[config.mk]
export PLATFORM = sky130hd
export DESIGN_NAME = position_scan_ctrl
export DESIGN_NICKNAME = d
export VERILOG_FILES = /design/src/rtl/position_pkg.sv /design/src/rtl/zone_counter.sv /design/src/rtl/position_scan_ctrl.sv
export SDC_FILE = /design/constraint.sdc
export NUM_CORES = 1
export LEC_CHECK = 0
export ABC_AREA = 1
export CELL_PAD_IN_SITES_DETAIL_PLACEMENT = 0
export CELL_PAD_IN_SITES_GLOBAL_PLACEMENT = 1
export CORE_AREA = 4 4 144 146
export DETAILED_ROUTE_END_ITERATION = 7
export DIE_AREA = 0 0 148 150
export HOLD_SLACK_MARGIN = 0.06
export PLACE_DENSITY = 0.84
export REMOVE_ABC_BUFFERS = 1
export SYNTH_ARGS = -nofsm -noshare
export SYNTH_HDL_FRONTEND = slang
export SYNTH_HIERARCHICAL = 1
export SYNTH_SLANG_ARGS = --single-unit
[constraint.sdc]
create_clock -name iCLK -period 3.3 [get_ports iCLK]
set_clock_uncertainty 0.1 [all_clocks]
set_input_delay 0.99 -clock iCLK [delete_from_list [all_inputs] [get_ports iCLK]]
set_output_delay 0.99 -clock iCLK [all_outputs]
set_load 0.005 [all_outputs]
[src/rtl/position_pkg.sv]
// Shared types and constants for the red-object position scanner.
package position_pkg;

   typedef enum logic [2:0] {
      IDLE,
      WAIT_FS,
      ACCUM,
      DECIDE,
      FILTER
   } scan_state_t;

   localparam int unsigned NUM_ZONES  = 5;
   localparam int unsigned ZONE_SHIFT = 7;

   localparam logic [2:0] POS_NONE = 3'd0;
   localparam logic [2:0] POS_Z1   = 3'd1;
   localparam logic [2:0] POS_Z2   = 3'd2;
   localparam logic [2:0] POS_Z3   = 3'd3;
   localparam logic [2:0] POS_Z4   = 3'd4;
   localparam logic [2:0] POS_Z5   = 3'd5;

   // Zone index of a pixel column: 128-column bands.
   function automatic logic [2:0] zone_of(input logic [10:0] x);
      return x[ZONE_SHIFT+2:ZONE_SHIFT];
   endfunction

endpackage

[src/rtl/zone_counter.sv]
// Bank of saturating per-zone hit counters with a single read port.
module zone_counter
   import position_pkg::*;
(
   input  logic        clk,
   input  logic        rst,
   input  logic        clr,
   input  logic        inc,
   input  logic [2:0]  inc_idx,
   input  logic [2:0]  rd_idx,
   output logic [15:0] rd_cnt
);

   logic [15:0] cnt [NUM_ZONES];

   // Clear (optionally counting the same-cycle hit) or saturating increment.
   always_ff @(posedge clk) begin
      for (int unsigned i = 0; i < NUM_ZONES; i++) begin
         if (rst) begin
            cnt[i] <= '0;
         end else if (clr) begin
            cnt[i] <= (inc && inc_idx == 3'(i)) ? 16'd1 : '0;
         end else if (inc && inc_idx == 3'(i) && cnt[i] != '1) begin
            cnt[i] <= cnt[i] + 16'd1;
         end
      end
   end

   // Read mux; out-of-range indices read as zero.
   always_comb begin
      rd_cnt = '0;
      for (int unsigned i = 0; i < NUM_ZONES; i++) begin
         if (rd_idx == 3'(i)) rd_cnt = cnt[i];
      end
   end

endmodule

[src/rtl/position_scan_ctrl.sv]
// Per-frame red-hit histogram over 5 column zones, argmax decision and
// N-frame stability filter driving the reported position.
module position_scan_ctrl
   import position_pkg::*;
#(
   parameter int          H_ACTIVE      = 640,
   parameter int          V_ACTIVE      = 480,
   parameter logic [7:0]  RED_THRESH    = 8'd200,
   parameter logic [15:0] MIN_HITS      = 16'd512,
   parameter int          STABLE_FRAMES = 3
) (
   input  logic        iCLK,
   input  logic        iRST,
   input  logic        iEnable,
   input  logic        iPix_En,
   input  logic [10:0] iX,
   input  logic [10:0] iY,
   input  logic [7:0]  iRed,
   output logic [2:0]  oPosition,
   output logic        oFrame_Done,
   output logic        oBusy
);

   localparam logic [10:0] X_LAST     = 11'(H_ACTIVE - 1);
   localparam logic [10:0] Y_LAST     = 11'(V_ACTIVE - 1);
   localparam logic [2:0]  LAST_ZONE  = 3'(NUM_ZONES - 1);
   localparam logic [7:0]  STABLE_CNT = 8'(STABLE_FRAMES);

   scan_state_t state, state_nxt;

   logic        is_origin, is_last, is_hit;
   logic        cnt_clr, cnt_inc;
   logic [2:0]  scan_idx;
   logic [15:0] rd_cnt;
   logic [15:0] max_cnt, best_cnt;
   logic [2:0]  max_idx, best_idx;
   logic [2:0]  cand, prev_cand;
   logic [7:0]  match_cnt, match_nxt;

   assign is_origin = (iX == 11'd0) && (iY == 11'd0);
   assign is_last   = (iX == X_LAST) && (iY == Y_LAST);
   assign is_hit    = iPix_En && (iX < 11'(H_ACTIVE)) && (iY < 11'(V_ACTIVE))
                      && (iRed >= RED_THRESH);
   assign oBusy     = (state != IDLE);

   zone_counter u_zone_counter (
      .clk     (iCLK),
      .rst     (iRST),
      .clr     (cnt_clr),
      .inc     (cnt_inc),
      .inc_idx (zone_of(iX)),
      .rd_idx  (scan_idx),
      .rd_cnt  (rd_cnt)
   );

   // State register.
   always_ff @(posedge iCLK) begin
      if (iRST) state <= IDLE;
      else      state <= state_nxt;
   end

   // Next state and counter control; disable overrides everything.
   always_comb begin
      state_nxt = state;
      cnt_clr   = 1'b0;
      cnt_inc   = 1'b0;
      case (state)
         IDLE: begin
            cnt_clr = 1'b1;
            if (iEnable) state_nxt = WAIT_FS;
         end
         WAIT_FS: begin
            if (iPix_En && is_origin) begin
               cnt_clr   = 1'b1;
               cnt_inc   = is_hit;
               state_nxt = ACCUM;
            end
         end
         ACCUM: begin
            cnt_inc = is_hit;
            if (iPix_En && is_origin)    cnt_clr   = 1'b1;
            else if (iPix_En && is_last) state_nxt = DECIDE;
         end
         DECIDE: begin
            if (scan_idx == LAST_ZONE) state_nxt = FILTER;
         end
         FILTER:  state_nxt = WAIT_FS;
         default: state_nxt = IDLE;
      endcase
      if (!iEnable) begin
         state_nxt = IDLE;
         cnt_clr   = 1'b1;
         cnt_inc   = 1'b0;
      end
   end

   // Running argmax (strict > keeps the lowest index on ties) and filter step.
   always_comb begin
      best_cnt = max_cnt;
      best_idx = max_idx;
      if (scan_idx == 3'd0 || rd_cnt > max_cnt) begin
         best_cnt = rd_cnt;
         best_idx = scan_idx;
      end
      match_nxt = 8'd1;
      if (cand == prev_cand) begin
         match_nxt = (match_cnt >= STABLE_CNT) ? match_cnt : match_cnt + 8'd1;
      end
   end

   // Decision datapath, stability filter and outputs.
   always_ff @(posedge iCLK) begin
      if (iRST) begin
         scan_idx    <= '0;
         max_cnt     <= '0;
         max_idx     <= '0;
         cand        <= POS_NONE;
         prev_cand   <= POS_NONE;
         match_cnt   <= '0;
         oPosition   <= POS_NONE;
         oFrame_Done <= 1'b0;
      end else begin
         oFrame_Done <= 1'b0;
         if (state != DECIDE) scan_idx <= '0;
         if (!iEnable) begin
            prev_cand <= POS_NONE;
            match_cnt <= '0;
         end else begin
            case (state)
               DECIDE: begin
                  max_cnt  <= best_cnt;
                  max_idx  <= best_idx;
                  scan_idx <= scan_idx + 3'd1;
                  if (scan_idx == LAST_ZONE) begin
                     cand <= (best_cnt >= MIN_HITS) ? best_idx + 3'd1 : POS_NONE;
                  end
               end
               FILTER: begin
                  prev_cand   <= cand;
                  match_cnt   <= match_nxt;
                  oFrame_Done <= 1'b1;
                  if (match_nxt == STABLE_CNT) oPosition <= cand;
               end
               default: ;
            endcase
         end
      end
   end

endmodule
==> reports/results.tsv <==
metric	value	unit
cts.sinks	123	
p_leak	0.00400	uW
worstPathRequired	3.32	ns
period_needed	3.12	ns
clock_latency	0.42	ns
rr_startpoint	scan_idx[1]$_SDFF_PP0_	
io_buffers	35	
place.gp.congestion	0.887	
fmax	0.320	GHz
grt-ovfl-total	0	
drv_slew	0	
status	complete, no violations	
htree_levels	4	
ctsRootBufferMaster	clkbuf_16	
period_share	94.6	%
die_height	150	um
critical_path_arrival	3.15	ns
worstSetupEndpointType	flip-flop	
layout-drive-gt1-share	18.2	%
ys_warn_count	6	
cp-startpoint	iY[8]	
busiest_layer	met2	
dr.pass1.iters	4	
final_cells	1416	
grt_pass1_vias	6510	
die_area	22200	um2
core_area	19400	um2
grt_max_degree	29	
antenna_cells	0	
synth_seq_cells	123	
std_cell_rows	51	
finalHoldViolCount	0	
power_density	397	nW/um2
worst_slack	0.178	ns
critical_path_class	in2reg	
avgSynthCellArea	7.66	um2
synth.top_cell.area_share	30.8	%
synthFlopType	edfxtp_1	
ctsHoldBuffers	0	
start_util	40.3	%
routedWlPerCell	14.2	um
cts_tree	done	
path_clk_slew	0.06	ns
tightest_slew	0.656	ns
ys_top_cells_by_area	edfxtp_1 31%, dfxtp_1 11%, nand2_1 10%	
vias_per_cell	4.94	
grt.total_usage	18.2	%
wl	20200	um
start_kind	input port	
met3_usage	3.97	%
use_met2	29.7	%
cts_buffers	17	
ant_nets	0	
vias	6992	
synth_cells	1020	
synth_cell_types	44	
holdCritPathClass	reg2reg	
ys_top_cells_by_count	214 x nand2_1, 170 x nor2_1, 141 x inv_1	
antenna_found_initial	0	
synth_area	7810	um2
place_area	9010	um2
dpl_worst_slack	-0.569	ns
r2r_cells	20	
setup_viol	0	
max_cap_violations	0	
io_pins	39	
cp_max_fo	16	
synth_edf_count	80	
nets	1197	
grt_pass1_wl	32400	um
fp.dieW	148	um
drc_errors	0	
finalInstanceArea	9920	um2
dp.cells	1376	
r2r_slack	0.24	ns
synth_area_leader_cell	edfxtp_1	
cts_buffer_depth	2	
r2r_end	cand[2]$_SDFFE_PP0P_	
critPathCapture	u_zone_counter/cnt[2][11]$_SDFFCE_PN0P_	
yosysSeqAreaShare	41.8	%
grt_use_met1	24.3	%
vdd_drop_max	0.000379	V
hpwl	14900	um
yosysMostFrequentCell	nand2_1	
async_flop_share	0	%
area_growth	27.0	%
drt_iter0_markers	466	
slew_headroom	55.8	%
[critical path: stages]
cell and delay, ns:
clkdlybuf4s50_1 0.46, buf_4 0.16, nand2_1 0.08, o31ai_1 0.08, a2111oi_2 0.35, buf_4 0.18
inv_2 0.04, nor2_4 0.19, nand3_2 0.12, inv_1 0.12, nand3_2 0.11, nand2_2 0.10
buf_12 0.15
[timing repair]
item,CTS,global route
gates cloned,0,2
endpoints found under the setup margin,87,161
buffers inserted,0,6
gates resized for setup,3,71
pin swaps,0,27
[cell usage in the layout, fill, tap and decap left out, types with 5 or more instances in the layout]
| cell | instances |
|---|---|
| dlymetal6s2s_1 | 21 |
| nand2_2 | 6 |
| nor4_1 | 6 |
| nand3_2 | 14 |
| clkdlybuf4s50_1 | 14 |
| ha_1 | 24 |
| clkbuf_16 | 19 |
| nor2_1 | 167 |
| a21oi_2 | 14 |
| edfxtp_1 | 80 |
| or2_0 | 6 |
| buf_4 | 66 |
| inv_2 | 12 |
| buf_12 | 8 |
| xnor2_1 | 14 |
| dfxtp_1 | 41 |
| o22ai_1 | 13 |
| clkbuf_8 | 5 |
| nand4_1 | 24 |
| nor2_4 | 6 |
| nor2_2 | 13 |
| nor3_2 | 6 |
| nand2_1 | 211 |
| a21oi_1 | 48 |
| a211oi_2 | 11 |
| inv_1 | 135 |
| xor2_1 | 27 |
| nand3_1 | 57 |
| o21ai_0 | 19 |
| nor3_1 | 14 |
[metrics by stage]
step	util (%)	total power, uW	hold slack, ns	setup TNS [ns]
3_3_place_gp	46.5	2080	0.316	-70.70
2_1_floorplan	-	1900	0.308	-9.41
5_1_grt	51.1	4090	0.356	-0.0106
6_report	51.1	3940	0.327	0
3_5_place_dp	46.5	2080	0.322	-65.77
4_1_cts	49.5	3930	0.331	0
[kinds of logic after synthesis]
logic type	Yosys count	synth area share, %
DFF	123	41.8
buffers and inverters	162	8.49
AOI/OAI and AO/OA	123	9.82
xor gates and xnor gates	41	4.60
adders and majority gates	25	4.01
and+or+nand+nor	546	31.3
[sequential cells by signal, summed over array words and instances, names as in the netlist]
name,flops
state,3
max_idx,3
oPosition,3
oFrame_Done,1
match_cnt,8
scan_idx,3
u_zone_counter/cnt,80
prev_cand,3
max_cnt,16
cand,3
[per-layer routing]
| metal | vias to the layer above | part of all wire [%] | wire [um] |
|---|---|---|---|
| met2 | 112 | 48 | 9680 |
| li1 | 3608 | - | - |
| met4 | 0 | 1.7 | 333 |
| met1 | 3248 | 46 | 9330 |
| met3 | 24 | 4.1 | 830 |
| met5 | - | 0 | 0 |
[report_power, final]
group / internal (uW) / switching, uW / leakage [uW]
sequential: 1680 / 50.0 / 0.00131
clock: 1180 / 682 / 0.000293
combinational: 159 / 191 / 0.00240
total: 3020 / 923 / 0.00400
[cell type report]
cell class	count	area (um2)
Fill cell	1893	9480
Multi-Input combinational cell	735	4060
Sequential cell	123	3270
Timing Repair Buffer	114	1130
Inverter	147	552
Clock buffer	27	534
Tap cell	265	332
Clock inverter	5	52.6
[worst min path at each step]
stage / to / startpoint / depth (start not counted)
2_1_floorplan: match_cnt[7]$_SDFFE_PP0P_ / match_cnt[7]$_SDFFE_PP0P_ / 2
3_3_place_gp: match_cnt[6]$_SDFFE_PP0P_ / match_cnt[6]$_SDFFE_PP0P_ / 2
3_5_place_dp: match_cnt[6]$_SDFFE_PP0P_ / match_cnt[6]$_SDFFE_PP0P_ / 2
4_1_cts: match_cnt[6]$_SDFFE_PP0P_ / match_cnt[6]$_SDFFE_PP0P_ / 2
5_1_grt: match_cnt[7]$_SDFFE_PP0P_ / match_cnt[7]$_SDFFE_PP0P_ / 2
6_report: match_cnt[6]$_SDFFE_PP0P_ / match_cnt[6]$_SDFFE_PP0P_ / 2
Power figures use the tool's default switching activity.
